===== src/rtl/bless_inject_pkg.sv =====
// ============================================================================
// bless_inject_pkg : shared constants and helpers for the BLESS injection port
// Revision 1.0
// ============================================================================
`default_nettype none

`ifndef WIDTH_PORT
`define WIDTH_PORT 16
`endif

package bless_inject_pkg;

   localparam int FLIT_W       = `WIDTH_PORT;
   localparam int NUM_NEIGH    = 4;
   localparam int INJ_CNT_W    = 16;
   localparam int STARVE_CNT_W = 8;

   function automatic logic [2:0] popcount4(input logic [NUM_NEIGH-1:0] bits);
      logic [2:0] sum;
      sum = '0;
      for (int i = 0; i < NUM_NEIGH; i++) begin
         sum = sum + {2'b00, bits[i]};
      end
      return sum;
   endfunction

endpackage

`default_nettype wire


===== src/rtl/bless_inject_ctrl_if.sv =====
// ============================================================================
// bless_inject_ctrl_if : PE handshake, neighbour links and status of the port
// Revision 1.0
// ============================================================================
`default_nettype none

interface bless_inject_ctrl_if #(
   parameter int FLIT_W = bless_inject_pkg::FLIT_W,
   parameter int DEPTH  = 4
);
   import bless_inject_pkg::*;

   logic                    pe_valid;
   logic [FLIT_W-1:0]       pe_flit;
   logic                    pe_ready;
   logic [FLIT_W-1:0]       link_w;
   logic [FLIT_W-1:0]       link_e;
   logic [FLIT_W-1:0]       link_s;
   logic [FLIT_W-1:0]       link_n;
   logic [FLIT_W-1:0]       inj_flit;
   logic [$clog2(DEPTH):0]  fifo_count;
   logic [INJ_CNT_W-1:0]    inj_cnt;
   logic                    starve;

   // Controller side
   modport slave (
      input  pe_valid, pe_flit, link_w, link_e, link_s, link_n,
      output pe_ready, inj_flit, fifo_count, inj_cnt, starve
   );

   // PE / router environment side
   modport master (
      output pe_valid, pe_flit, link_w, link_e, link_s, link_n,
      input  pe_ready, inj_flit, fifo_count, inj_cnt, starve
   );

endinterface

`default_nettype wire


===== src/rtl/bless_inject_fifo.sv =====
// ============================================================================
// bless_inject_fifo : power-of-2 flit FIFO with registered head and occupancy
// Revision 1.0
// ============================================================================
`default_nettype none

module bless_inject_fifo #(
   parameter int FLIT_W = 16,
   parameter int DEPTH  = 4
) (
   input  wire logic                   clk,
   input  wire logic                   reset,
   input  wire logic                   push_i,
   input  wire logic [FLIT_W-1:0]      din_i,
   input  wire logic                   pop_i,
   output      logic [FLIT_W-1:0]      head_o,
   output      logic [$clog2(DEPTH):0] count_o
);

   localparam int AW = $clog2(DEPTH);

   logic [FLIT_W-1:0] mem_q [DEPTH];
   logic [AW-1:0]     wr_ptr_q;
   logic [AW-1:0]     rd_ptr_q;
   logic [AW:0]       count_q;
   logic [AW:0]       count_d;

   always_comb begin
      count_d = count_q;
      case ({push_i, pop_i})
         2'b10:   count_d = count_q + 1'b1;
         2'b01:   count_d = count_q - 1'b1;
         default: count_d = count_q;
      endcase
   end

   // Pointers wrap for free because DEPTH is a power of two.
   always_ff @(posedge clk or posedge reset) begin
      if (reset) begin
         for (int i = 0; i < DEPTH; i++) begin
            mem_q[i] <= '0;
         end
         wr_ptr_q <= '0;
         rd_ptr_q <= '0;
         count_q  <= '0;
      end else begin
         if (push_i) begin
            mem_q[wr_ptr_q] <= din_i;
            wr_ptr_q        <= wr_ptr_q + 1'b1;
         end
         if (pop_i) begin
            rd_ptr_q <= rd_ptr_q + 1'b1;
         end
         count_q <= count_d;
      end
   end

   assign head_o  = mem_q[rd_ptr_q];
   assign count_o = count_q;

endmodule

`default_nettype wire


===== src/rtl/bless_inject_ctrl.sv =====
// ============================================================================
// bless_inject_ctrl : BLESS local-port injection controller (FIFO + grant)
// Optional starvation flag enabled by defining BLESS_INJ_STARVE_EN.
// Revision 1.0
// ============================================================================
`default_nettype none

module bless_inject_ctrl
   import bless_inject_pkg::*;
#(
   parameter int FLIT_W       = bless_inject_pkg::FLIT_W,
   parameter int DEPTH        = 4,
   parameter int STARVE_LIMIT = 16
) (
   input wire logic           clk,
   input wire logic           reset,
   bless_inject_ctrl_if.slave bus
);

   localparam int CNT_W = $clog2(DEPTH) + 1;

   if (DEPTH < 2 || (DEPTH & (DEPTH - 1)) != 0 ||
       STARVE_LIMIT < 1 || STARVE_LIMIT > 255) begin : g_param_check
      $error("bless_inject_ctrl: illegal DEPTH or STARVE_LIMIT");
   end

   logic [FLIT_W-1:0]    head_w;
   logic [CNT_W-1:0]     count_w;
   logic [NUM_NEIGH-1:0] busy_w;
   logic [2:0]           occ_w;
   logic                 ready_w;
   logic                 push_w;
   logic                 grant_w;
   logic [INJ_CNT_W-1:0] inj_cnt_q;

   assign busy_w  = {bus.link_n != '0, bus.link_s != '0,
                     bus.link_e != '0, bus.link_w != '0};
   assign occ_w   = popcount4(busy_w);

   // Readiness looks only at registered occupancy, so a same-cycle pop
   // never opens a slot for a push into a full FIFO.
   assign ready_w = (count_w != CNT_W'(DEPTH));
   assign push_w  = bus.pe_valid && ready_w && (bus.pe_flit != '0);
   assign grant_w = (count_w != '0) && (occ_w < 3'(NUM_NEIGH));

   bless_inject_fifo #(
      .FLIT_W (FLIT_W),
      .DEPTH  (DEPTH)
   ) u_fifo (
      .clk     (clk),
      .reset   (reset),
      .push_i  (push_w),
      .din_i   (bus.pe_flit),
      .pop_i   (grant_w),
      .head_o  (head_w),
      .count_o (count_w)
   );

   always_ff @(posedge clk or posedge reset) begin
      if (reset) begin
         inj_cnt_q <= '0;
      end else if (grant_w && (inj_cnt_q != '1)) begin
         inj_cnt_q <= inj_cnt_q + 1'b1;
      end
   end

`ifdef BLESS_INJ_STARVE_EN
   logic [STARVE_CNT_W-1:0] starve_cnt_q;
   logic [STARVE_CNT_W-1:0] starve_cnt_inc_w;
   logic                    starve_q;

   assign starve_cnt_inc_w = starve_cnt_q + 1'b1;

   // A blocked cycle is a non-empty FIFO without grant; the counter sticks at
   // its maximum rather than wrapping back under the limit.
   always_ff @(posedge clk or posedge reset) begin
      if (reset) begin
         starve_cnt_q <= '0;
         starve_q     <= 1'b0;
      end else if (grant_w) begin
         starve_cnt_q <= '0;
         starve_q     <= 1'b0;
      end else if (count_w == '0) begin
         starve_cnt_q <= '0;
      end else begin
         if (starve_cnt_q != '1) begin
            starve_cnt_q <= starve_cnt_inc_w;
         end
         if (starve_cnt_inc_w == STARVE_CNT_W'(STARVE_LIMIT)) begin
            starve_q <= 1'b1;
         end
      end
   end

   assign bus.starve = starve_q;
`else
   assign bus.starve = 1'b0;
`endif

   assign bus.pe_ready   = ready_w;
   assign bus.inj_flit   = grant_w ? head_w : '0;
   assign bus.fifo_count = count_w;
   assign bus.inj_cnt    = inj_cnt_q;

endmodule

`default_nettype wire


===== src/flat_wrapper.sv =====
// flat-port wrapper written by rule: the top's interface ports become plain ports
module bless_inject_ctrl_flat import bless_inject_pkg::*;
#(
   parameter int FLIT_W       = bless_inject_pkg::FLIT_W,
   parameter int DEPTH        = 4,
   parameter int STARVE_LIMIT = 16
)
  (clk, reset, bus_pe_valid, bus_pe_flit, bus_link_w, bus_link_e, bus_link_s, bus_link_n, bus_pe_ready, bus_inj_flit, bus_fifo_count, bus_inj_cnt, bus_starve);
  bless_inject_ctrl_if #(.FLIT_W(FLIT_W), .DEPTH(DEPTH)) bus_i ();
  input wire logic clk;
  input wire logic reset;
  input wire logic [$bits(bus_i.pe_valid)-1:0] bus_pe_valid;
  input wire logic [$bits(bus_i.pe_flit)-1:0] bus_pe_flit;
  input wire logic [$bits(bus_i.link_w)-1:0] bus_link_w;
  input wire logic [$bits(bus_i.link_e)-1:0] bus_link_e;
  input wire logic [$bits(bus_i.link_s)-1:0] bus_link_s;
  input wire logic [$bits(bus_i.link_n)-1:0] bus_link_n;
  output wire logic [$bits(bus_i.pe_ready)-1:0] bus_pe_ready;
  output wire logic [$bits(bus_i.inj_flit)-1:0] bus_inj_flit;
  output wire logic [$bits(bus_i.fifo_count)-1:0] bus_fifo_count;
  output wire logic [$bits(bus_i.inj_cnt)-1:0] bus_inj_cnt;
  output wire logic [$bits(bus_i.starve)-1:0] bus_starve;
  assign bus_i.pe_valid = bus_pe_valid;
  assign bus_i.pe_flit = bus_pe_flit;
  assign bus_i.link_w = bus_link_w;
  assign bus_i.link_e = bus_link_e;
  assign bus_i.link_s = bus_link_s;
  assign bus_i.link_n = bus_link_n;
  assign bus_pe_ready = bus_i.pe_ready;
  assign bus_inj_flit = bus_i.inj_flit;
  assign bus_fifo_count = bus_i.fifo_count;
  assign bus_inj_cnt = bus_i.inj_cnt;
  assign bus_starve = bus_i.starve;
  bless_inject_ctrl #(.FLIT_W(FLIT_W), .DEPTH(DEPTH), .STARVE_LIMIT(STARVE_LIMIT)) u_core (.clk(clk), .reset(reset), .bus(bus_i));
endmodule

===== config.mk =====
export PLATFORM = sky130hd
export DESIGN_NAME = bless_inject_ctrl_flat
export DESIGN_NICKNAME = d
export VERILOG_FILES = /design/src/rtl/bless_inject_pkg.sv /design/src/rtl/bless_inject_ctrl_if.sv /design/src/rtl/bless_inject_fifo.sv /design/src/rtl/bless_inject_ctrl.sv /design/src/flat_wrapper.sv
export SDC_FILE = /design/constraint.sdc
export NUM_CORES = 1
export LEC_CHECK = 0
export ABC_CLOCK_PERIOD_IN_PS = 3500
export CAP_MARGIN = 25
export CORE_MARGIN = 1.5
export CORE_UTILIZATION = 48
export DETAILED_ROUTE_END_ITERATION = 8
export PLACE_DENSITY = 0.85
export RECOVER_POWER = 25
export SYNTH_ARGS = -nofsm -noshare
export SYNTH_HDL_FRONTEND = slang
export SYNTH_SLANG_ARGS = --single-unit

===== constraint.sdc =====
create_clock -name clk -period 3.5 [get_ports clk]
set_input_delay 0.7 -clock clk [delete_from_list [all_inputs] [get_ports clk]]
set_output_delay 0.7 -clock clk [all_outputs]
set_load 0.005 [all_outputs]

# [After elaboration in Yosys (flattened, before gate mapping)]
# Index checks and enable logic that the tools add are counted.
[word_totals] input_bits=83 ff_bits=87 wordCells=46
[op_classes] bitwise=2 n_reduce_logical=12 n_lt_le_gt_ge=4 eq_ne=4 n_addsub=8 mux=8
[op_table] operator="nonzero test 16 bit" count=5
[op_table] operator="bitwise mux 64 bit" count=1
[op_table] operator="2-to-1 mux 16 bit" count=4
[op_table] operator="binary-select mux 16 bit (select 2 bit)" count=1
[op_table] operator="demux 16 bit (select 2 bit)" count=1
[op_table] operator="adder 16 x 1 -> 16 bit, second input constant" count=1
[op_table] operator="inequality test 16 bit, second input constant" count=1
[op_table] operator="adder 3 x 1 -> 3 bit" count=2
[op_table] operator="greater-or-equal comparator 3 bit, second input constant" count=2
[op_table] operator="NOT 2 -> 3 bit" count=2
[op_table] operator="case mux 3 bit (2 select lines)" count=1
[op_table] operator="logical AND 1 bit" count=5
[op_table] operator="adder 2 x 1 -> 2 bit, second input constant" count=2
[op_table] operator="adder 3 x 1 -> 3 bit, second input constant" count=1
[op_table] operator="< comparator 3 x 1 -> 1 bit, second input constant" count=1
[op_table] operator="< comparator 3 bit, second input constant" count=1
[op_table] operator="inequality test 3 bit, second input constant" count=1
[op_table] operator="nonzero test 3 bit" count=1
[op_table] operator="subtractor 3 x 1 -> 3 bit, second input constant" count=1
[op_table] operator="adder 1 x 1 -> 2 bit" count=1
[op_table] operator="equality test 2 x 1 -> 1 bit, second input constant" count=1
[op_table] operator="equality test 2 bit, second input constant" count=1
[op_table] operator="nonzero test 2 bit" count=1

# [Logic depth before layout (Yosys ltp)]
# Gate-level depths: netlist of the first run.
[depth] ltp_word=8 mapped_depth=15

# [By module]
# From an unflattened synthesis of the first run, not the netlist that was laid out.
[hier_totals] cells_unflattened=306 area_unflattened_um2=4623.2
[by_module_without_submodules] mod="bless_inject_fifo" area_per_inst_um2=3400.8 seq_area_each_um2=1776.7 n_inst=1 cells_each=185
[by_module_without_submodules] mod="bless_inject_ctrl" area_per_inst_um2=1222.4 seq_area_each_um2=400.4 n_inst=1 cells_each=121

# [Worst setup path before layout of the first run]
# Ideal clock, no wire load.
[synth_path] kind="input to register" start="input bus_link_w[2]" end="register u_core.u_fifo.count_q[2], in the netlist u_core.u_fifo.count_o[2]" path_buffers=1 setup_slack_ns=0.148 setup_time_ns=0.079 arrival_time_ns=3.273 stages=15 cell_sequence="nor4_1 > nand4_1 > ha_1 > ha_1 > nand2_1 > a41oi_2 > or2_1 > inv_2 > buf_2 > ha_1 > inv_1 > fa_1 > xor2_1 > nor2_1 > xor2_1"
[synth_via] elab_chain_len=8 elab_cells_between_ends=10
[synth_rtl] item="start, declared" line_no="flat_wrapper.sv:14" source="input wire logic [$bits(bus_i.link_w)-1:0] bus_link_w;"
[synth_rtl] item="nonzero test 16 bit *" line_no="bless_inject_ctrl.sv:37" source="bus.link_e != '0, bus.link_w != '0};"
[synth_rtl] item="adder 1 x 1 -> 2 bit *" line_no="bless_inject_pkg.sv:22" source="sum = sum + {2'b00, bits[i]};"
[synth_rtl] item="adder 3 x 1 -> 3 bit * (2 in a row)" line_no="bless_inject_pkg.sv:22"
[synth_rtl] item="< comparator 3 bit *" line_no="bless_inject_ctrl.sv:44" source="assign grant_w = (count_w != '0) && (occ_w < 3'(NUM_NEIGH));"
[synth_rtl] item="logical AND 1 bit *" line_no="bless_inject_ctrl.sv:44"
[synth_rtl] item="named net u_core.grant_w" line_no="bless_inject_ctrl.sv:33" source="logic grant_w;"
[synth_rtl] item="equality test 2 x 1 -> 1 bit / equality test 2 bit (equally long branches)" line_no="bless_inject_fifo.sv:30" source="case ({push_i, pop_i})"
[synth_rtl] item="case mux 3 bit (2 select lines) / nonzero test 2 bit (equally long branches)"
[synth_rtl] item="end signal, assigned" line_no="bless_inject_fifo.sv:54" source="count_q <= count_d;"
[synth_rtl] item="end, declared" line_no="bless_inject_fifo.sv:25" source="logic [AW:0] count_q;"
# Mark *: on every way through the listed nets, which the timed path passes. The rest lies on a longest branch.
# A chain may end at the register's enable or synchronous reset.

# [Final worst setup path of the first run]
[layout_path] start="input bus_link_n[1]" end="output bus_inj_flit[10]"
[layout_via] elab_chain_len=5
[layout_rtl] item="start, declared" line_no="flat_wrapper.sv:17" source="input wire logic [$bits(bus_i.link_n)-1:0] bus_link_n;"
[layout_rtl] item="nonzero test 16 bit" line_no="bless_inject_ctrl.sv:36" source="assign busy_w = {bus.link_n != '0, bus.link_s != '0,"
[layout_rtl] item="adder 3 x 1 -> 3 bit" line_no="bless_inject_pkg.sv:22"
[layout_rtl] item="< comparator 3 bit" line_no="bless_inject_ctrl.sv:44"
[layout_rtl] item="logical AND 1 bit" line_no="bless_inject_ctrl.sv:44"
[layout_rtl] item="2-to-1 mux 16 bit" line_no="bless_inject_ctrl.sv:101" source="assign bus.inj_flit = grant_w ? head_w : '0;"
[layout_rtl] item="end, declared" line_no="flat_wrapper.sv:19" source="output wire logic [$bits(bus_i.inj_flit)-1:0] bus_inj_flit;"
# No other way between the ends.

==> impl_metrics.csv, run 1 <==
group,metric,value,unit
clock_tree,clk_latency,350,ps
timing,period_minus_slack,3520,ps
critical_path,slowest_stage,"clkdlybuf4s50_1",
yosys,synth-simple-area-share,13.4,%
critical_path,cp.buffers_inverters,5,
yosys,synthXorXnorAreaFrac,4.24,%
detailed_routing,drt-pass1-iter-count,4,
floorplanning,num_io_pins,120,
clock_tree,numCtsBuffers,9,
power_and_ir_drop,swShare,29.8,%
place,dp_hpwl,7300,µm
yosys,syn_area,4340,µm²
place,pre_cts_ws,-680,ps
yosys,synth_compound_area_share,1.18,%
yosys,yosysMostFrequentCell,"dfrtp_1",
critical_path,crit_family,"buffers and inverters",
power_and_ir_drop,p_switching,0.980,mW
outcome,violations,"max-capacitance violations, max-slew violations, negative setup slack",
finish,drive_gt1_share,34.2,%
timing,timing.slew.headroom,-43.4,%
detailed_routing,vias,3013,
detailed_routing,ant_nets,0,
global_route,grt_max_degree,50,
finish,antenna_cells,0,
yosys,syn_nets,395,
clock_tree,clkTransAtPathRegs,80,ps
yosys,yosys_warnings,0,
finish,multi_input_area,2130,µm²
power_and_ir_drop,p_int,2.31,mW
clock_tree,htree_num_levels,3,
clock_tree,cts_buffer_depth,2,
finish,final_core_utilization,67.2,%
clock_tree,clockRootBuffer,"clkbuf_8",
yosys,synth_mux_area_share,25.2,%
finish,area_delta_synth_final,35.1,%
floorplanning,die_width,98.1,µm
power_and_ir_drop,pwr-share-seq,49.6,%
finish,seqCellArea,2180,µm²
yosys,avgSynthCellArea,14.3,µm²
power_and_ir_drop,peakVddDrop,0.324,mV
timing,fin_crit_sh,101,%
yosys,synth_fa_ha_area_share,2.77,%
timing,fin_worst_skew,8.87,ps
floorplanning,die_h,98.1,µm
timing,rsz0062_at_grt,"yes",
yosys,ys_seq_area_share,50.2,%
global_route,grt_pass1_vias,3280,
yosys,yosysTopAreaCellShare,50.2,%
timing,whs,492,ps
hold_path,hp-class,"flop to flop",
yosys,ys_seq_elements,87,
critical_path,max_stage_delay,410,ps
global_route,globalRouteTotalUtil,21.8,%
detailed_routing,viasPerCell,5.48,
flow_run,max_cap_violations,1,
critical_path,worstPathArrival,2820,ps
critical_path,endpoint_kind,"output port",
critical_path,start_kind,"input pin",
power_and_ir_drop,p_leak,2.49,nW
detailed_routing,drc,0,
yosys,async_flop_share,100,%
critical_path,crit_fanout,5,
finish,final_area,5860,µm²
yosys,synthCells,303,
place,placed_area,5700,µm²
floorplanning,coreArea,8720,µm²
yosys,synth_flop_cell,"dfrtp_1",
global_route,grt_antenna_before_repair,0,
clock_tree,cts.sinks,87,
detailed_routing,wire_per_inst,18.2,µm
critical_path,path_class,"input pin to output port",
floorplanning,dieArea,9610,µm²
clock_tree,cts_tree,"yes",
yosys,yosys.area.top_type,"dfrtp_1",
yosys,synthTopCellsByCount,"dfrtp_1, mux2_1, mux2_2",
critical_path,path_cells,"clkdlybuf4s50_1 -> nor4_2 -> nand4_1 -> ha_1 -> nand2_1 -> a41oi_2 -> or2_1 -> inv_2 -> buf_12 -> buf_8 -> and2_4 -> buf_6",
place,place.gp.congestion,0.769,
global_route,grt_overflow,0,
yosys,synthTopCellsByArea,"dfrtp_1, mux2_1, mux4_2",
yosys,synth_top_family_by_area,"multiplexers",
yosys,yosysUniqueCellTypes,33,
floorplanning,rows,34,
floorplanning,start_util,49.7,%
power_and_ir_drop,pwr-share-clk,18.8,%
finish,nets,530,
timing,worst_pin_slew,2140,ps
global_route,grt_pass1_wl,16200,µm
power_and_ir_drop,p_comb_share,31.6,%
timing,setup_viol,8,
timing,worst_slack,-19.5,ps
outcome,outcome,"finished with violations",
timing,fmaxAchievable,0.284,GHz
timing,hold_viol,0,
detailed_routing,dr.first_iter.drc_count,119,
clock_tree,hold_buffers,0,
detailed_routing,routed_wl,10000,µm
place,numPortBuffers,118,
finish,fillerInstances,620,
yosys,synth_edf_count,0,
timing,slew_viol_final,50,
power_and_ir_drop,pwr_density_cell,561,nW/µm²
critical_path,critPathRequiredTime,2800,ps
## logic make-up after synthesis
kind of cell,after synthesis
and+or+nand+nor,78
DFF,87
other,1
adders and majority gates,9
muxes,81
AOI/OAI and AO/OA,6
buffers and inverters,20
xor gates and xnor gates,21
## final timing paths
check / endpoint / slack, ps / from / cells after the start
min in group asynchronous: u_core.bus.inj_cnt[4] / 1360 / reset / 2
max in group asynchronous: u_core.u_fifo.mem_q[48] / 780 / reset / 3
setup / recovery: bus_inj_flit[10] / -20 / bus_link_n[1] / 12
setup reg to reg: u_core.u_fifo.count_o[1] / 1070 / u_core.u_fifo.count_o[1] / 10
hold / removal: u_core.u_fifo.mem_q[48] / 490 / u_core.u_fifo.mem_q[48] / 1
hold reg to reg: u_core.u_fifo.mem_q[48] / 490 / u_core.u_fifo.mem_q[48] / 1
## routing by layer
layer  global-route usage, %  vias to the layer above  wire (µm)
met2                    38.8                       88       5400
met4                    10.8                        0        276
met1                    25.5                     1515       3780
li1                        -                     1388          -
met3                    3.44                       22        532
met5                       0                        -          0
## through the flow
step | TNS [ps] | instances | total power [mW]
CTS | 0 | 550 | 3.31
finish | -114 | 550 | 3.29
floorplan | 0 | 303 | 2.35
global placement | -10130 | 531 | 2.62
global route | -1030 | 550 | 3.48
detailed placement | -10950 | 531 | 2.70
## state kept, by name, summed over array words and instances, names as in the netlist
| name | flops |
|---|---|
| u_core.bus.inj_cnt | 16 |
| u_core.u_fifo.rd_ptr_q | 2 |
| u_core.u_fifo.count_o | 3 |
| u_core.u_fifo.wr_ptr_q | 2 |
| u_core.u_fifo.mem_q | 64 |
## worst reg2reg max path, delay by kind of cell, from the launching register on
kind | cells | cell delay (ps)
buffers and inverters | 5 | 560
AOI/OAI and AO/OA | 2 | 560
and+or+nand+nor | 1 | 210
adders and majority gates | 2 | 610
DFF | 1 | 420
## layout make-up
type	count	share of cell area (%)
inverter	8	0.534
tap	108	2.31
clock buffer	10	2.35
clock inverter	5	0.555
sequential	87	37.1
multi-input combinational	196	36.4
timing repair buffer	136	20.7
## power by group through the flow
stage               clock network, mW  registers, mW  logic (mW)
finish                          0.617           1.63        1.04
detailed placement                  0           1.65        1.06
CTS                             0.630           1.63        1.05
global route                    0.671           1.68        1.13
global placement                    0           1.61        1.01
floorplan                           0           1.57       0.777
## repair_timing
item                       in CTS  in global routing
gates resized for setup       160                 37
setup endpoints to repair      17                 18
setup buffers                   4                  0
pin swaps                      18                 11
## cells in the final DEF (no fill, tap or decap), types with 4 or more instances in the layout
master            n
nand2_1           7
and2_1            9
dlygate4sd2_1    10
clkbuf_2         14
buf_6            14
nor4_2           12
nor4_1            6
mux4_2           16
dfrtp_1          87
buf_2            15
nand3_1           6
ha_1              7
nand2_8           4
clkbuf_8         10
nand4_1          10
xor2_1            7
buf_4            13
mux2_2           25
xnor2_1          14
and3_1            4
clkdlybuf4s50_1  60
inv_1             6
clkdlybuf4s15_1   6
and2_4            9
mux2_1           40
Power figures use the tool's default switching activity.
==> run 2, diff against run 1 <==
--- a/config.mk
+++ b/config.mk
@@ -5,8 +5,7 @@
 export SDC_FILE = /design/constraint.sdc
 export NUM_CORES = 1
 export LEC_CHECK = 0
-export ABC_CLOCK_PERIOD_IN_PS = 3500
-export CAP_MARGIN = 25
+export ABC_CLOCK_PERIOD_IN_PS = 3450
 export CORE_MARGIN = 1.5
 export CORE_UTILIZATION = 48
 export DETAILED_ROUTE_END_ITERATION = 8
==> constraint.sdc (replaced) <==
create_clock -name clk -period 3.45 [get_ports clk]
set_input_delay 0.69 -clock clk [delete_from_list [all_inputs] [get_ports clk]]
set_output_delay 0.69 -clock clk [all_outputs]
set_load 0.005 [all_outputs]
==> impl_metrics.csv, run 2 (synthesis gave the netlist of run 1 again) <==
group,metric,value,unit
outcome,outcome,"finished with violations",
outcome,violations,"max-capacitance violations, max-slew violations",
clock_tree,cts.sinks,87,
timing,setup_viol,0,
finish,fin_cells,550,
clock_tree,cts_tree,"yes",
global_route,globalRouteTotalUtil,22.1,%
global_route,grt_max_degree,52,
timing,fin_worst_skew,9.27,ps
clock_tree,clkTransAtPathRegs,80,ps
finish,final_area,5920,µm²
finish,top_register,"u_core.u_fifo.mem_q",
timing,fmaxAchievable,0.294,GHz
detailed_routing,routed_wl,10200,µm
power_and_ir_drop,p_int,2.47,mW
power_and_ir_drop,swShare,29.1,%
power_and_ir_drop,p_switching,1.01,mW
critical_path,reg2reg_depth,10,
power_and_ir_drop,pwr-share-clk,22.4,%
critical_path,worstPathArrival,2710,ps
floorplanning,die_h,98.1,µm
global_route,grt_pass1_vias,3199,
floorplanning,coreArea,8720,µm²
critical_path,endpoint_kind,"output port",
critical_path,start_kind,"input pin",
finish,largest_register_ff_count,64,
detailed_routing,dr.first_iter.drc_count,151,
finish,final_core_utilization,67.9,%
timing,tns,0,ps
detailed_routing,ant_nets,0,
global_route,grt_antenna_before_repair,0,
critical_path,crit_fanout,8,
clock_tree,clockRootBuffer,"clkbuf_8",
power_and_ir_drop,peakVddDrop,0.436,mV
clock_tree,numCtsBuffers,9,
place,place.gp.congestion,0.791,
detailed_routing,wire_per_inst,18.6,µm
power_and_ir_drop,p_comb_share,30.1,%
finish,area_delta_synth_final,36.6,%
place,dp.cells,530,
timing,hold_viol,0,
flow_run,max_cap_violations,1,
place,numPortBuffers,118,
clock_tree,cts_buffer_depth,2,
detailed_routing,viasPerCell,5.49,
detailed_routing,drt-pass1-iter-count,4,
clock_tree,clk_latency,350,ps
floorplanning,num_io_pins,120,
critical_path,critPathRequiredTime,2760,ps
hold_path,hp-class,"flop to flop",
clock_tree,hold_buffers,0,
timing,worst_pin_slew,1630,ps
power_and_ir_drop,power.total,3.48,mW
clock_tree,htree_num_levels,3,
place,dp_hpwl,7180,µm
finish,drive_gt1_share,34.8,%
hold_path,hold_depth,1,
timing,slew_viol_final,38,
detailed_routing,vias,3021,
critical_path,path_class,"input pin to output port",
place,placed_area,5680,µm²
floorplanning,dieArea,9610,µm²
detailed_routing,drc,0,
power_and_ir_drop,pwr-share-seq,47.5,%
finish,nets,530,
timing,fin_crit_sh,98.6,%
power_and_ir_drop,p_leak,2.51,nW
timing,period_minus_slack,3400,ps
global_route,grt_overflow,0,
finish,layout_common_cells,"dfrtp_1, clkdlybuf4s50_1, mux2_1",
finish,mostFrequentLayoutCell,"dfrtp_1",
timing,timing.slew.headroom,-9.24,%
floorplanning,start_util,49.7,%
floorplanning,die_width,98.1,µm
power_and_ir_drop,pwr_density_cell,587,nW/µm²
finish,antenna_cells,0,
floorplanning,rows,34,
global_route,grt_pass1_wl,16400,µm
[run 2: what timing repair did]
action / CTS / global route
buffers inserted: 7 / 1
setup endpoints to repair: 17 / 16
gates resized for setup: 205 / 11
cloned: 1 / 0
pin swaps: 19 / 6
[run 2: final timing paths]
check                                         start                  endpoint  slack [ps]
min reg2reg                 u_core.u_fifo.mem_q[27]   u_core.u_fifo.mem_q[27]         490
max                                  bus_link_n[12]           bus_inj_flit[5]          50
min                         u_core.u_fifo.mem_q[27]   u_core.u_fifo.mem_q[27]         490
max in group asynchronous                     reset   u_core.u_fifo.mem_q[29]         530
min in group asynchronous                     reset     u_core.bus.inj_cnt[0]        1190
max reg2reg                u_core.u_fifo.count_o[2]  u_core.u_fifo.count_o[2]        1280
[run 2: per-layer routing]
layer | global-route usage (%) | wire length [µm]
met1 | 25.8 | 3860
met3 | 3.87 | 491
met5 | 0 | 0
met2 | 41.0 | 5700
met4 | 6.92 | 166
[run 2: final cells by class]
cell class              instances  area, µm²
multi-input cells             196       2140
repair buffers                136       1210
inverters                       8       36.3
fillers                       602       2800
clock buffers                   9        124
well taps                     108        135
flip-flops and latches         87       2180
clock inverters                 6       95.1
[run 2: power by group through the flow]
stage,clock (mW),combinational (mW),sequential [mW]
2_1_floorplan,0,0.788,1.60
3_3_place_gp,0,1.02,1.63
3_5_place_dp,0,1.06,1.67
4_1_cts,0.785,1.06,1.65
5_1_grt,0.833,1.13,1.71
6_report,0.780,1.05,1.65
[run 2: per-stage QoR]
| stage | hold WS, ps | setup slack [ps] |
|---|---|---|
| floorplan | 459 | 108 |
| global placement | 468 | -608 |
| detailed placement | 475 | -663 |
| CTS | 495 | 1.79 |
| global route | 503 | -41.6 |
| finish | 491 | 46.8 |
[run 2: critical path: stages]
cell and delay (ps):
clkdlybuf4s50_1 430, nor4_2 260, nand4_1 160, ha_1 310, nand2_1 80, a41oi_2 50
or2_4 300, inv_6 80, buf_12 120, and2_4 140, buf_6 80
==> run 3, diff against run 2 <==
--- a/config.mk
+++ b/config.mk
@@ -5,11 +5,11 @@
 export SDC_FILE = /design/constraint.sdc
 export NUM_CORES = 1
 export LEC_CHECK = 0
-export ABC_CLOCK_PERIOD_IN_PS = 3450
+export ABC_CLOCK_PERIOD_IN_PS = 4300
 export CORE_MARGIN = 1.5
-export CORE_UTILIZATION = 48
+export CORE_UTILIZATION = 52
 export DETAILED_ROUTE_END_ITERATION = 8
-export PLACE_DENSITY = 0.85
+export PLACE_DENSITY = 0.91
 export RECOVER_POWER = 25
 export SYNTH_ARGS = -nofsm -noshare
 export SYNTH_HDL_FRONTEND = slang
==> constraint.sdc (replaced) <==
create_clock -name clk -period 4.3 [get_ports clk]
set_input_delay 0.86 -clock clk [delete_from_list [all_inputs] [get_ports clk]]
set_output_delay 0.86 -clock clk [all_outputs]
set_load 0.005 [all_outputs]
==> impl_metrics.csv, run 3 (synthesis gave the netlist of run 1 again) <==
group,metric,value,unit
global_route,globalRouteTotalUtil,23.4,%
critical_path,worstPathArrival,3400,ps
critical_path,path_class,"input pin to output port",
timing,hold_viol,0,
global_route,grt_pass1_wl,15700,µm
timing,worst_pin_slew,1590,ps
power_and_ir_drop,peakVddDrop,0.306,mV
floorplanning,rows,33,
detailed_routing,ant_nets,0,
detailed_routing,drt-pass1-iter-count,4,
floorplanning,die_width,94.3,µm
global_route,grt_antenna_before_repair,0,
critical_path,slowest_stage,"clkdlybuf4s50_1",
finish,drive_gt1_share,23.0,%
place,dp_hpwl,6750,µm
critical_path,endpoint_kind,"output port",
timing,worst_slack,42.8,ps
floorplanning,die_h,94.3,µm
detailed_routing,wire_per_inst,18.0,µm
clock_tree,numCtsBuffers,9,
clock_tree,cts_tree,"yes",
detailed_routing,drc,0,
detailed_routing,vias,3023,
floorplanning,coreArea,8130,µm²
finish,mostFrequentLayoutCell,"clkdlybuf4s50_1",
critical_path,regToRegEndpoint,"u_core.u_fifo.count_o[2]",
outcome,outcome,"finished with violations",
power_and_ir_drop,pwr_density_cell,481,nW/µm²
critical_path,reg2reg_from,"u_core.u_fifo.count_o[0]",
clock_tree,cts.sinks,87,
clock_tree,hold_buffers,0,
floorplanning,start_util,53.3,%
finish,largest_register_ff_count,64,
clock_tree,clockRootBuffer,"clkbuf_8",
critical_path,start_kind,"input pin",
timing,fin_crit_sh,99.0,%
detailed_routing,viasPerCell,5.60,
timing,period_minus_slack,4260,ps
place,pre_cts_ws,-145,ps
global_route,grt_overflow,0,
finish,final_core_utilization,71.9,%
critical_path,reg2reg_depth,11,
hold_path,hp-class,"flop to flop",
floorplanning,num_io_pins,120,
detailed_routing,dr.first_iter.drc_count,143,
clock_tree,clkTransAtPathRegs,90,ps
finish,top_register,"u_core.u_fifo.mem_q",
critical_path,reg2reg_setup_slack,2030,ps
hold_path,hp-start,"u_core.u_fifo.mem_q[22]",
clock_tree,htree_num_levels,3,
timing,fin_worst_skew,8.57,ps
finish,layout_common_cells,"clkdlybuf4s50_1, dfrtp_1, mux2_1",
timing,slew_viol_final,68,
timing,tns,0,ps
critical_path,path_cells,"clkdlybuf4s50_1 -> nor4_2 -> nand4_1 -> ha_1 -> ha_1 -> nand2_1 -> a41oi_2 -> or2_1 -> inv_2 -> buf_12 -> buf_8 -> and2_4 -> dlygate4sd2_1",
critical_path,critPathRequiredTime,3440,ps
critical_path,max_stage_delay,420,ps
place,numPortBuffers,118,
clock_tree,clk_latency,350,ps
finish,antenna_cells,0,
outcome,violations,"max-capacitance violations, max-slew violations",
hold_path,hold_end,"u_core.u_fifo.mem_q[22]",
timing,whs,495,ps
detailed_routing,routed_wl,9740,µm
floorplanning,dieArea,8900,µm²
critical_path,crit_path_frequent_cell,"ha_1",
timing,fmaxAchievable,0.235,GHz
finish,area_delta_synth_final,34.8,%
power_and_ir_drop,p_leak,2.44,nW
timing,setup_viol,0,
critical_path,crit_fanout,12,
global_route,grt_pass1_vias,3199,
flow_run,max_cap_violations,1,
place,place.gp.congestion,0.793,
global_route,grt_max_degree,68,
hold_path,hold_depth,1,
finish,nets,522,
timing,timing.slew.headroom,-5.99,%
timing,rsz0062_at_grt,"yes",
clock_tree,cts_buffer_depth,2,
run 3: timing repair:
item	in CTS	in global routing
endpoints found under the hold margin	0	0
gates cloned	0	0
pin swaps	4	5
setup buffers	1	2
gates resized for setup	20	28
endpoints found under the setup margin	16	2
run 3: area by class of cell:
cell class	instances	area (µm²)
Sequential cell	87	2180
Clock buffer	9	124
Inverter	8	31.3
Fill cell	497	2290
Multi-Input combinational cell	196	2070
Tap cell	105	131
Timing Repair Buffer	128	1210
Clock inverter	7	103
run 3: how the worst max path moves through the flow:
stage	cells after the start	start	to
after floorplan	15	bus_link_w[2]	u_core.u_fifo.count_o[2]
after global placement	12	bus_link_w[9]	bus_inj_flit[10]
after detailed placement	12	bus_link_w[9]	bus_inj_flit[10]
after CTS	12	bus_link_w[14]	bus_inj_flit[10]
after global routing	13	bus_link_e[8]	bus_inj_flit[8]
final	13	bus_link_e[14]	bus_inj_flit[8]
run 3: layer usage:
layer	up-vias	global-route usage (%)	part of all wire (%)
li1	1375	-	-
met1	1535	28.5	40
met2	100	41.4	52
met3	13	5.02	6.1
met4	0	7.46	1.5
met5	-	0	0
run 3: stage by stage:
| step | std cells | cell area, µm² | power (mW) |
|---|---|---|---|
| 4_1_cts | 538 | 5860 | 2.83 |
| 3_3_place_gp | 521 | 5620 | 2.11 |
| 5_1_grt | 540 | 5850 | 2.98 |
| 2_1_floorplan | 303 | 4340 | 1.91 |
| 6_report | 540 | 5850 | 2.81 |
| 3_5_place_dp | 521 | 5620 | 2.19 |
run 3: worst max-delay path: cells and delay by family:
family | cells | cell delay (ps)
AOI/OAI and AO/OA | 1 | 160
and+or+nand+nor | 5 | 810
buffers and inverters | 5 | 980
adders and majority gates | 2 | 580
run 3: report_power, final:
part           internal, mW  switching (mW)  leakage [nW]
sequential             1.15           0.179          1.07
combinational         0.512           0.330          1.26
clock                 0.335           0.301         0.116
